<file path="src/rtl/cpu_pkg.sv">
// Shared CPU types: default datapath widths, NOP encoding, fetch FSM states, fetch packet.
// Latency: n/a (types and constants only).
// Backpressure: n/a.
package cpu_pkg;

    localparam int ADDR_W  = 16;
    localparam int INSTR_W = 16;

    // Bubble presented to decode while the output register holds nothing real.
    localparam logic [INSTR_W-1:0] NOP_INSTR = 16'hA000;

    typedef enum logic [1:0] {
        IDLE    = 2'd0,
        BUSY    = 2'd1,
        DISCARD = 2'd2
    } fetch_state_t;

    typedef struct packed {
        logic [INSTR_W-1:0] instr;
        logic [ADDR_W-1:0]  pc;
    } fetch_pkt_t;

endpackage

</file>
<file path="src/rtl/fetch_skid_buffer.sv">
// One-entry packet holding register that catches a fetch result when decode is stalled.
// Latency: loaded packet is visible the cycle after i_load.
// Backpressure: caller loads only when empty; flush beats load beats unload.
module fetch_skid_buffer #(
    parameter int PKT_W = 32
) (
    input  logic             i_clk,
    input  logic             i_reset,
    input  logic             i_load,
    input  logic [PKT_W-1:0] i_pkt,
    input  logic             i_unload,
    input  logic             i_flush,
    output logic             o_vld,
    output logic [PKT_W-1:0] o_pkt
);

    logic             vld_q;
    logic             vld_d;
    logic [PKT_W-1:0] pkt_q;
    logic [PKT_W-1:0] pkt_d;

    // Next occupancy and payload: a flush always empties, a load always fills.
    always_comb begin
        vld_d = vld_q;
        pkt_d = pkt_q;
        if (i_flush) begin
            vld_d = 1'b0;
        end else if (i_load) begin
            vld_d = 1'b1;
            pkt_d = i_pkt;
        end else if (i_unload) begin
            vld_d = 1'b0;
        end
    end

    // Entry register with synchronous reset.
    always_ff @(posedge i_clk) begin
        if (i_reset) begin
            vld_q <= 1'b0;
            pkt_q <= '0;
        end else begin
            vld_q <= vld_d;
            pkt_q <= pkt_d;
        end
    end

    assign o_vld = vld_q;
    assign o_pkt = pkt_q;

endmodule

</file>
<file path="src/rtl/fetch_stage.sv">
// Instruction fetch: owns the PC, drives imem req/ack, feeds decode through an output reg + skid.
// Latency: first req one cycle after reset; ack data reaches decode the edge after ack (1 instr/cycle at zero wait).
// Backpressure: i_stall holds decode outputs; a full skid stops new requests until it drains.
module fetch_stage
    import cpu_pkg::*;
#(
    parameter int                ADDR_W   = cpu_pkg::ADDR_W,
    parameter int                INSTR_W  = cpu_pkg::INSTR_W,
    parameter logic [ADDR_W-1:0] RESET_PC = '0,
    parameter int                PC_INC   = 1
) (
    input  logic               i_clk,
    input  logic               i_reset,
    input  logic               i_stall,
    input  logic               i_branch_taken,
    input  logic [ADDR_W-1:0]  i_branch_target,
    output logic               o_imem_req,
    output logic [ADDR_W-1:0]  o_imem_addr,
    input  logic               i_imem_ack,
    input  logic [INSTR_W-1:0] i_imem_data,
    output logic               o_decode_valid,
    output logic [INSTR_W-1:0] o_decode_instr,
    output logic [ADDR_W-1:0]  o_decode_pc
);

    typedef struct packed {
        logic [INSTR_W-1:0] instr;
        logic [ADDR_W-1:0]  pc;
    } pkt_t;

    localparam logic [INSTR_W-1:0] NOP_W = INSTR_W'(NOP_INSTR);
    localparam logic [ADDR_W-1:0]  INC_W = ADDR_W'(PC_INC);

    fetch_state_t       state_q;
    fetch_state_t       state_d;
    logic [ADDR_W-1:0]  pc_q;
    logic [ADDR_W-1:0]  pc_d;
    logic               imem_req_q;
    logic               imem_req_d;
    logic [ADDR_W-1:0]  imem_addr_q;
    logic [ADDR_W-1:0]  imem_addr_d;
    logic               dec_vld_q;
    logic               dec_vld_d;
    logic [INSTR_W-1:0] dec_instr_q;
    logic [INSTR_W-1:0] dec_instr_d;
    logic [ADDR_W-1:0]  dec_pc_q;
    logic [ADDR_W-1:0]  dec_pc_d;

    logic               ack;
    logic               consume;
    logic               out_free;
    logic               keep_ack;
    logic               ack_to_out;
    logic               ack_to_skid;
    logic               skid_unload;
    logic               skid_empty_next;
    logic [ADDR_W-1:0]  pc_inc;
    pkt_t               ack_pkt;
    logic               skid_vld;
    pkt_t               skid_pkt;

    // Handshake qualifiers: an ack only counts while a request is actually outstanding.
    always_comb begin
        ack             = imem_req_q && i_imem_ack;
        consume         = dec_vld_q && !i_stall;
        out_free        = !dec_vld_q || consume;
        pc_inc          = pc_q + INC_W;
        ack_pkt.instr   = i_imem_data;
        ack_pkt.pc      = pc_q;
        skid_unload     = consume && skid_vld;
        skid_empty_next = i_branch_taken || !skid_vld || consume;
    end

    // Fetch FSM: next state, PC and request/address; BUSY keeps ack data, DISCARD drops it.
    always_comb begin
        state_d     = state_q;
        pc_d        = pc_q;
        imem_req_d  = imem_req_q;
        imem_addr_d = imem_addr_q;
        keep_ack    = 1'b0;
        ack_to_out  = 1'b0;
        ack_to_skid = 1'b0;
        case (state_q)
            IDLE: begin
                imem_req_d = 1'b0;
                if (i_branch_taken) begin
                    pc_d = i_branch_target;
                end
                // Only issue when the result is guaranteed a home.
                if (skid_empty_next) begin
                    state_d     = BUSY;
                    imem_req_d  = 1'b1;
                    imem_addr_d = pc_d;
                end
            end
            BUSY: begin
                if (ack && i_branch_taken) begin
                    // Result belongs to the wrong path; restart at the target immediately.
                    pc_d        = i_branch_target;
                    imem_addr_d = i_branch_target;
                end else if (ack) begin
                    keep_ack = 1'b1;
                    pc_d     = pc_inc;
                    if (out_free && !skid_vld) begin
                        ack_to_out  = 1'b1;
                        imem_addr_d = pc_inc;
                    end else begin
                        ack_to_skid = 1'b1;
                        state_d     = IDLE;
                        imem_req_d  = 1'b0;
                    end
                end else if (i_branch_taken) begin
                    // Request is still in flight; address must stay stable until its ack.
                    pc_d    = i_branch_target;
                    state_d = DISCARD;
                end
            end
            DISCARD: begin
                if (i_branch_taken) begin
                    pc_d = i_branch_target;
                end
                if (ack) begin
                    state_d     = BUSY;
                    imem_addr_d = pc_d;
                end
            end
            default: begin
                state_d    = IDLE;
                imem_req_d = 1'b0;
            end
        endcase
    end

    // Decode output register: flush wins, then skid, then this cycle's ack, else bubble.
    always_comb begin
        dec_vld_d   = dec_vld_q;
        dec_instr_d = dec_instr_q;
        dec_pc_d    = dec_pc_q;
        if (i_branch_taken) begin
            dec_vld_d   = 1'b0;
            dec_instr_d = NOP_W;
        end else if (out_free) begin
            if (skid_vld) begin
                dec_vld_d   = 1'b1;
                dec_instr_d = skid_pkt.instr;
                dec_pc_d    = skid_pkt.pc;
            end else if (keep_ack && ack_to_out) begin
                dec_vld_d   = 1'b1;
                dec_instr_d = ack_pkt.instr;
                dec_pc_d    = ack_pkt.pc;
            end else begin
                dec_vld_d = 1'b0;
            end
        end
    end

    fetch_skid_buffer #(
        .PKT_W (INSTR_W + ADDR_W)
    ) u_skid (
        .i_clk    (i_clk),
        .i_reset  (i_reset),
        .i_load   (ack_to_skid),
        .i_pkt    (ack_pkt),
        .i_unload (skid_unload),
        .i_flush  (i_branch_taken),
        .o_vld    (skid_vld),
        .o_pkt    (skid_pkt)
    );

    // State, PC, request and decode-output registers with synchronous reset.
    always_ff @(posedge i_clk) begin
        if (i_reset) begin
            state_q     <= IDLE;
            pc_q        <= RESET_PC;
            imem_req_q  <= 1'b0;
            imem_addr_q <= '0;
            dec_vld_q   <= 1'b0;
            dec_instr_q <= NOP_W;
            dec_pc_q    <= '0;
        end else begin
            state_q     <= state_d;
            pc_q        <= pc_d;
            imem_req_q  <= imem_req_d;
            imem_addr_q <= imem_addr_d;
            dec_vld_q   <= dec_vld_d;
            dec_instr_q <= dec_instr_d;
            dec_pc_q    <= dec_pc_d;
        end
    end

    assign o_imem_req     = imem_req_q;
    assign o_imem_addr    = imem_addr_q;
    assign o_decode_valid = dec_vld_q;
    assign o_decode_instr = dec_instr_q;
    assign o_decode_pc    = dec_pc_q;

endmodule

</file>
<file path="config.mk">
export PLATFORM = sky130hd
export DESIGN_NAME = fetch_stage
export DESIGN_NICKNAME = d
export VERILOG_FILES = /design/src/rtl/cpu_pkg.sv /design/src/rtl/fetch_skid_buffer.sv /design/src/rtl/fetch_stage.sv
export SDC_FILE = /design/constraint.sdc
export NUM_CORES = 1
export LEC_CHECK = 0
export ABC_AREA = 1
export CAP_MARGIN = 10
export CELL_PAD_IN_SITES_DETAIL_PLACEMENT = 0
export CELL_PAD_IN_SITES_GLOBAL_PLACEMENT = 1
export CORE_UTILIZATION = 35
export CTS_BUF_LIST = sky130_fd_sc_hd__clkbuf_8
export DETAILED_ROUTE_END_ITERATION = 10
export PLACE_DENSITY_LB_ADDON = 0.1
export SLEW_MARGIN = 0
export SYNTH_ARGS = -nofsm -noshare
export SYNTH_HDL_FRONTEND = slang
export SYNTH_HIERARCHICAL = 1
export SYNTH_SLANG_ARGS = --single-unit
</file>
<file path="constraint.sdc">
create_clock -name i_clk -period 1.5 [get_ports i_clk]
set_input_delay 0.15 -clock i_clk [delete_from_list [all_inputs] [get_ports i_clk]]
set_output_delay 0.15 -clock i_clk [all_outputs]
set_load 0.02 [all_outputs]
</file>
# [After elaboration in Yosys (flattened, before gate mapping)]
# Index checks and enable logic that the tools add are counted.
[op_classes] add_sub_neg=1 multipliers=0 n_div=0 n_lt_le_gt_ge=0 eq_ne=11 shift=0 muxes=41 n_bitwise=2 n_reduce_logical=25
[ops] operator="$mux W16" n=12
[ops] operator="$pmux W16 S3" n=1
[ops] operator="$pmux W16 S2" n=1
[ops] operator="$mux W1" n=19
[ops] operator="$add A16 B1 Y16 const B" n=1
[ops] operator="$mux W2" n=6
[ops] operator="$ne A3 B3 Y1 const B" n=4
[ops] operator="$ne A2 B2 Y1 const B" n=5
[ops] operator="$reduce_and A5 Y1" n=2
[ops] operator="$logic_and A1 B1 Y1" n=6
[ops] operator="$pmux W2 S3" n=1
[ops] operator="$reduce_bool A2 Y1" n=3
[ops] operator="$reduce_and A2 Y1" n=2
[ops] operator="$reduce_and A4 Y1" n=1
[ops] operator="$reduce_or A2 Y1" n=2
[ops] operator="$logic_not A1 Y1" n=3
[ops] operator="$logic_or A1 B1 Y1" n=3
[ops] operator="$pmux W1 S3" n=1
[ops] operator="$reduce_and A3 Y1" n=1
[ops] operator="$reduce_bool A3 Y1" n=1
[ops] operator="$eq A2 B1 Y1 const B" n=1
[ops] operator="$eq A2 B2 Y1 const B" n=1
[ops] operator="$logic_not A2 Y1" n=1
[ops] operator="$not A1 Y1" n=2
[totals] ff_bits=101 latch_bits=0 ram_bits=0 rom_bits=0 in_bits=37 mem_count=0

# [Longest topological paths before layout]
# Gate-level depths: netlist of run 1.
[logic_depth] depth_word=11 ltp_mapped=13

# [By module]
# Netlist of run 1, hierarchy kept.
[by_module_without_submodules] module="fetch_stage" n_inst=1 cells_per_inst=623 area_per_inst_um2=3982.6 seq_area_each_um2=1361.3
[by_module_without_submodules] module="fetch_skid_buffer" n_inst=1 cells_per_inst=214 area_per_inst_um2=1422.6 seq_area_each_um2=660.6

# [Worst setup path before layout of run 1]
# No wires, ideal clock.
[synth_timing] path_type="register -> register" start="register imem_req_q, in the netlist o_imem_req" end="register u_skid.pkt_q[29], in the netlist u_skid/o_pkt[29]" arrival_ps=1814 slack_ps=-378 stages_incl_launch_ff=12 path_buffers=3 synth_period_minus_slack_ps=1878 path_cell_list="dfxtp_1 > nand2_1 > nor2_4 > clkbuf_1 > nand2_1 > nor2_1 > buf_4 > inv_2 > nor2_4 > buf_6 > nor2_1 > nor2_1"
[synth_via] elab_chain_cells=5 word_cells_on_any_way=6 cone_classes="mux: 3; reduce/logical: 3"
[synth_lines] item="start: declaration" line_no="fetch_stage.sv:38" text="logic imem_req_q;"
[synth_lines] item="start signal: assignment" line_no="fetch_stage.sv:183" text="imem_req_q <= imem_req_d;"
[synth_lines] item="$logic_and A1 B1 Y1 *" line_no="fetch_stage.sv:64" text="ack = imem_req_q && i_imem_ack;"
[synth_lines] item="$mux W1 or $logic_and A1 B1 Y1 (tied branches)" line_no="fetch_stage.sv:101, fetch_stage.sv:97"
[synth_lines] item="$mux W1 *" line_no="fetch_stage.sv:97" text="if (ack && i_branch_taken) begin"
[synth_lines] item="$mux W1 *" line_no="fetch_stage.sv:83" text="case (state_q)"
[synth_lines] item="via ack_to_skid" line_no="fetch_stage.sv:54" text="logic ack_to_skid;"
[synth_lines] item="$reduce_and A2 Y1 (no source line) *"
[synth_lines] item="end signal: assignment" line_no="fetch_skid_buffer.sv:43" text="pkt_q <= pkt_d;"
[synth_lines] item="end: declaration" line_no="fetch_skid_buffer.sv:19" text="logic [PKT_W-1:0] pkt_q;"
# The timed path passes the listed nets; every way through them passes the cells marked *.
# A chain may end at the register's enable or synchronous reset.

# [Worst setup path after layout of run 1]
[layout_timing] start="register imem_req_q, in the netlist o_imem_req" end="register dec_pc_q[3], in the netlist o_decode_pc[3]"
[layout_via] elab_chain_cells=7 word_cells_on_any_way=11 cone_classes="mux: 6; reduce/logical: 5"
[layout_lines] item="$logic_and A1 B1 Y1 *" line_no="fetch_stage.sv:64"
[layout_lines] item="$mux W1 or $logic_and A1 B1 Y1 (tied branches)" line_no="fetch_stage.sv:101, fetch_stage.sv:97"
[layout_lines] item="$mux W1" line_no="fetch_stage.sv:97"
[layout_lines] item="$mux W1" line_no="fetch_stage.sv:83"
[layout_lines] item="$logic_and A1 B1 Y1 *" line_no="fetch_stage.sv:147" text="end else if (keep_ack && ack_to_out) begin"
[layout_lines] item="$reduce_bool A2 Y1 (no source line) *"
[layout_lines] item="$reduce_and A3 Y1 (no source line) *"
[layout_lines] item="end signal: assignment" line_no="fetch_stage.sv:187" text="dec_pc_q <= dec_pc_d;"
[layout_lines] item="end: declaration" line_no="fetch_stage.sv:46" text="logic [ADDR_W-1:0] dec_pc_q;"
# Mark *: on every way between the ends. The rest lies on a longest branch, timed or not.

==> reports/metrics.cfg, run 1 <==
[final_layout]
multi_input_area_mm2=0.00318
nets=1010
final_common_cell=nand2_1
final_cell_mix=224 x nand2_1, 94 x nor2_1, 89 x dfxtp_1
fill_cells=1543
diodes=0
area_growth_pct=42.7
drive_gt1_frac=0.209
register_area_mm2=0.00204

[synthesis]
syn_area_mm2=0.00541
yosys_warnings=6
synth_area_leaders=dfxtp_1 37%, nand2_1 16%, nor2_1 7.5%
synth_cells=837
yosysTopAreaCellShare=0.374
synth_seq_cells=101
synth_top_area_cell=dfxtp_1
synth-seq-area-share=0.374
synth_nets=875
ys_types=35
synth.avg_cell_area_um2=6.46

[run]
maxCapViolCount=0

[routing]
drt_pass1_iterations=4
drc=0
viasPerCell=5.01
routed_wl_um=18000
dr_total_vias=5841
wl_per_cell_um=15.5
drtAntennaViolNets=0
drtIter0Drc=337

[timing]
slew_headroom=0.681
setup_viol=0
period_needed_ns=1.48
hold_viol=0
fin_crit_sh=0.983
tns_ns=0
maxSlewViolCount=0
fin_hold_ws_ns=0.348
clock_skew_ns=0.00982
rsz0062_at_grt=yes
worst_pin_slew_ns=0.473
fmax_mhz=678

[grt]
first_global_vias=5657
grt_pass1_wl_um=29100
antenna_found_initial=0
grt_max_degree=36
gr-usage-all-layers=0.233
grt_overflow=0

[cts]
numCtsBuffers=9
clk_pin_slew_ns=0.11
clockRootBuffer=clkbuf_8
hold_buffers=0
cts_tree=yes
cts_max_level=3
clock_sinks=101
insertion_delay_ns=0.39
clk_path_buf_depth=2

[die]
start_util=0.357
fp.coreArea_mm2=0.0151
rows=45
dieArea_mm2=0.0159
die_h_um=126
io_pins=87
die_w_um=126

[critical_path]
endpoint_kind=flip-flop
worstPathArrival_ns=1.80
r2r_slack_ns=0.02
crit_type=flip-flop to flip-flop
start_kind=flip-flop
critPathMaxFanout=6
cp.required_ns=1.83

[hold_path]
hold_class=primary input to flip-flop

[pwr]
powerDensity_mw_per_mm2=952
irDropWorstVdd_mv=0.516
p_leak_uw=0.00334
power.total_uw=7340

[run_status]
status=finished clean

[placed_design]
port-buffer-count=86
place_congestion=0.871
dp_hpwl_um=12600

[per-layer routing]
| metal | GRT usage | up-vias | wire, um |
|---|---|---|---|
| met2 | 0.399 | 149 | 8570 |
| met3 | 0.0429 | 23 | 831 |
| li1 | - | 2969 | - |
| met4 | 0.0780 | 0 | 351 |
| met1 | 0.294 | 2700 | 8290 |
| met5 | 0 | - | 0 |
[what timing repair did]
action | in CTS | in global routing
buffers inserted | 12 | 1
gates resized for setup | 89 | 100
gates cloned | 3 | 0
pin swaps | 14 | 30
setup endpoints to repair | 146 | 97
[per-stage QoR]
step | setup WS (ns) | util | area [um^2] | instances
final | 0.0248 | 0.509 | 7710 | 1165
after global routing | -0.0736 | 0.509 | 7710 | 1165
after CTS | -0.00580 | 0.493 | 7470 | 1169
after detailed placement | -0.342 | 0.463 | 7010 | 1138
after global placement | -0.299 | 0.463 | 7010 | 1138
after floorplan | -0.0627 | - | 5440 | 837
[area by class of cell]
class | instances | share of cell area
Clock buffer | 9 | 0.0161
Multi-Input combinational cell | 608 | 0.412
Timing Repair Buffer | 174 | 0.223
Sequential cell | 101 | 0.265
Tap cell | 188 | 0.0305
Inverter | 78 | 0.0389
Clock inverter | 7 | 0.0151
[report_power, final]
| part | leakage [uW] | switching (uW) | internal, uW |
|---|---|---|---|
| Sequential | 0.000826 | 129 | 2860 |
| Clock | 0.000121 | 1120 | 987 |
| Combinational | 0.00239 | 1260 | 981 |
| Total | 0.00334 | 2520 | 4830 |
[state kept, by name, indices dropped and copies added (netlist names)]
signal          cells
u_skid/o_pkt       32
o_decode_instr     16
o_decode_pc        16
o_imem_addr        16
pc_q               16
state_q             2
o_decode_valid      1
o_imem_req          1
u_skid/o_vld        1
[cells in the mapped netlist (all sizes together)]
cell type / number
a22oi: 12
xnor2: 1
dfxtp: 101
nand2: 241
nor3: 5
o21ai: 65
o2111ai: 1
nand3: 73
o31ai: 1
buf: 31
nand3b: 1
nor2: 112
a21oi: 62
or2: 2
a41oi: 1
a31oi: 11
o21bai: 2
inv: 78
o311ai: 1
xor2: 6
ha: 1
nand4: 5
clkbuf: 19
a311oi: 3
mux2i: 1
o211ai: 1
[path summary, 6_finish.rpt]
kind	from	to	depth (start not counted)
worst max-delay path	o_imem_req	o_decode_pc[3]	8
worst min-delay path	i_imem_data[12]	o_decode_instr[12]	3
worst max register to register	o_imem_req	o_decode_pc[3]	8
worst min register to register	o_imem_addr[10]	o_imem_addr[10]	2
[cell families after synthesis]
logic type,count (synthesis),synth area share
multiplexers,1,0.00185
AND/OR/NAND/NOR,439,0.336
AO/OA/AOI/OAI,160,0.168
XOR/XNOR,7,0.0113
buffers and inverters,128,0.106
flip-flops,101,0.374
adder cells (fa/ha/maj),1,0.00231
[critical path, stage by stage, from the launching register on]
cell	delay, ns
dfxtp_4	0.39
nand2_8	0.07
nor2_4	0.12
nand2_2	0.09
a21oi_4	0.22
buf_6	0.16
buf_8	0.15
nand3_4	0.07
a21oi_2	0.13
Note: power is estimated with default switching activity, not from simulation.
==> run 2: changes to the inputs <==
- SLEW_MARGIN: 0 -> 20
==> results of run 2 <==
No change in the layout: final DEF, timing and power equal those of run 1.
==> run 3: changes to the inputs <==
- MAX_ROUTING_LAYER: not set -> met4
==> run 3 against run 2 <==
  * Die area unchanged
  * Sequential cell count unchanged
  * The run now ends with setup timing left
  * Worst hold slack better by 0.0071 ns
  * Count of clock-buffer cells in the layout up 1
  * Largest cell class unchanged
  * Critical endpoint is now o_imem_addr[0]
  * Total power down 0.35%
==> reports/metrics.cfg, run 3 (same netlist as run 1, synthesis figures left out) <==
[timing]
rsz0062_at_grt=yes
hold_viol=0  ; unchanged
fmax_mhz=637  ; -6.1%
setup_slack_ns=-0.0710  ; -0.0957 ns
worst_pin_slew_ns=0.398  ; -0.0750 ns
setup_viol=10  ; +10
tns_ns=-0.453  ; -0.453 ns
period_needed_ns=1.57  ; +0.0957 ns
slew_headroom=0.735  ; +0.0530
clock_skew_ns=0.0161  ; +0.00631 ns
maxSlewViolCount=0  ; unchanged
fin_crit_sh=1.05  ; +0.0638

[die]
die_w_um=126  ; unchanged
rows=45  ; unchanged
dieArea_mm2=0.0159  ; unchanged
die_h_um=126  ; unchanged
io_pins=87  ; unchanged
start_util=0.357  ; unchanged
fp.coreArea_mm2=0.0151  ; unchanged

[routing]
routed_wl_um=19300  ; +7.0%
wl_per_cell_um=16.4  ; +5.6%
drc=0  ; unchanged
drtIter0Drc=405  ; +20%
dr_total_vias=6013  ; +2.9%
drtAntennaViolNets=0  ; unchanged
viasPerCell=5.09  ; +1.6%
drt_pass1_iterations=5  ; +1

[run]
maxCapViolCount=0  ; unchanged

[cts]
clock_sinks=101  ; unchanged
numCtsBuffers=9  ; unchanged
cts_max_level=3  ; unchanged
clockRootBuffer=clkbuf_8
cts_tree=yes
insertion_delay_ns=0.40  ; about the same
clk_pin_slew_ns=0.12  ; about the same
clk_path_buf_depth=2  ; unchanged

[grt]
grt_pass1_wl_um=29600  ; +1.8%
grt_max_degree=36  ; unchanged
gr-usage-all-layers=0.246  ; +0.0123
grt_overflow=0  ; unchanged
antenna_found_initial=0  ; unchanged
first_global_vias=5715  ; +1.0%

[final_layout]
area_growth_pct=46.0
nets=1026  ; +1.6%
final_area_mm2=0.00789  ; +2.3%
final_common_cell=nand2_1
largest_register_ffs=32  ; unchanged
diodes=0  ; unchanged
drive_gt1_frac=0.221  ; +0.0117
final_cell_mix=225 x nand2_1, 95 x nor2_1, 89 x dfxtp_1

[critical_path]
rr_worst_depth=10  ; +2
cp.required_ns=1.83  ; about the same
timing.rr.start=o_imem_req
r2r_slack_ns=-0.07  ; -0.10 ns
endpoint_kind=flip-flop
start_kind=flip-flop
timing.rr.end=o_imem_addr[0]
crit_type=flip-flop to flip-flop
worstPathArrival_ns=1.90  ; +0.10 ns
critPathMaxFanout=5  ; -1

[placed_design]
post-place-ws_ns=-0.344  ; -0.00116 ns
dp_hpwl_um=12700  ; +0.52%
place_congestion=0.865  ; -0.67%
post_dp_cell_area_mm2=0.00702  ; +0.25%
port-buffer-count=86  ; unchanged

[hold_path]
hold_class=primary input to flip-flop
min_to=o_decode_instr[8]
whs_path_depth=3  ; unchanged
min_from=i_imem_data[8]

[run_status]
status=finished with violations
violations=setup timing

[pwr]
irDropWorstVdd_mv=0.505  ; -2.2%
p_leak_uw=0.00344  ; +3.0%
powerDensity_mw_per_mm2=927  ; -2.6%

run 3: cell count changes in the layout (fill, tap and decap cells not counted), moves of 3 or more:
cell       previous run  this run
buf_12               13        17
buf_4                57        70
clkbuf_16             0         5
o21ai_2               7        11
buf_6                16         9
o21ai_0              45        42
nand3_4               7         4
nor3_1                0         3
o21ai_1              13        10
run 3: worst max path at each step:
stage,cells past startpoint,slack (ns),start,endpoint
floorplan,11,-0.06,o_imem_req,u_skid/o_pkt[29]
global placement,11,-0.31,i_imem_ack,o_imem_addr[3]
detailed placement,8,-0.34,i_imem_ack,o_decode_pc[4]
CTS,8,-0.03,state_q[0],o_decode_instr[5]
global route,10,-0.16,o_imem_req,o_imem_addr[3]
finish,10,-0.07,o_imem_req,o_imem_addr[0]
run 3: through the flow:
| step | std cells | utilization | total power [uW] | hold WS, ns |
|---|---|---|---|---|
| 3_3_place_gp | 1142 | 0.464 | 5030 | 0.449 |
| 6_report | 1181 | 0.521 | 7320 | 0.355 |
| 4_1_cts | 1169 | 0.489 | 6980 | 0.340 |
| 5_1_grt | 1181 | 0.521 | 7670 | 0.363 |
| 2_1_floorplan | 837 | - | 4080 | 0.310 |
| 3_5_place_dp | 1142 | 0.464 | 5040 | 0.456 |
run 3: critical path, stage by stage (launching register included):
cell       delay [ns]
dfxtp_4          0.38
nand2_4          0.07
inv_4            0.07
nand2_4          0.07
nand3_4          0.07
nand3_4          0.07
buf_6            0.13
nor2_4           0.25
clkbuf_16        0.20
o21ai_1          0.06
a21oi_1          0.12
run 3: repair_timing:
action                                  CTS  global route
endpoints found under the setup margin  139            97
hold buffers                              0             0
gates cloned                              3             6
pin swaps                                14            28
buffers inserted                          8             8
resized for setup                        80            97
run 3: area by class of cell:
type                            count  area [um^2]
Fill cell                        1524         7250
Tap cell                          188          235
Clock inverter                      6         68.8
Clock buffer                       10          138
Multi-Input combinational cell    608         3140
Inverter                           78          300
Timing Repair Buffer              190         1970
Sequential cell                   101         2040
run 3: power breakdown:
part	leakage, uW	internal (uW)	switching, uW	total, uW
clock network	0.000103	831	1090	1920
registers	0.000826	2860	118	2970
logic	0.00251	1110	1310	2420
run 3: layer usage:
layer,GRT usage,part of all wire,up-vias
li1,-,-,3008
met1,0.307,0.46,2799
met2,0.407,0.48,178
met3,0.0289,0.048,28
met4,0.0879,0.020,0
met5,-,0,-
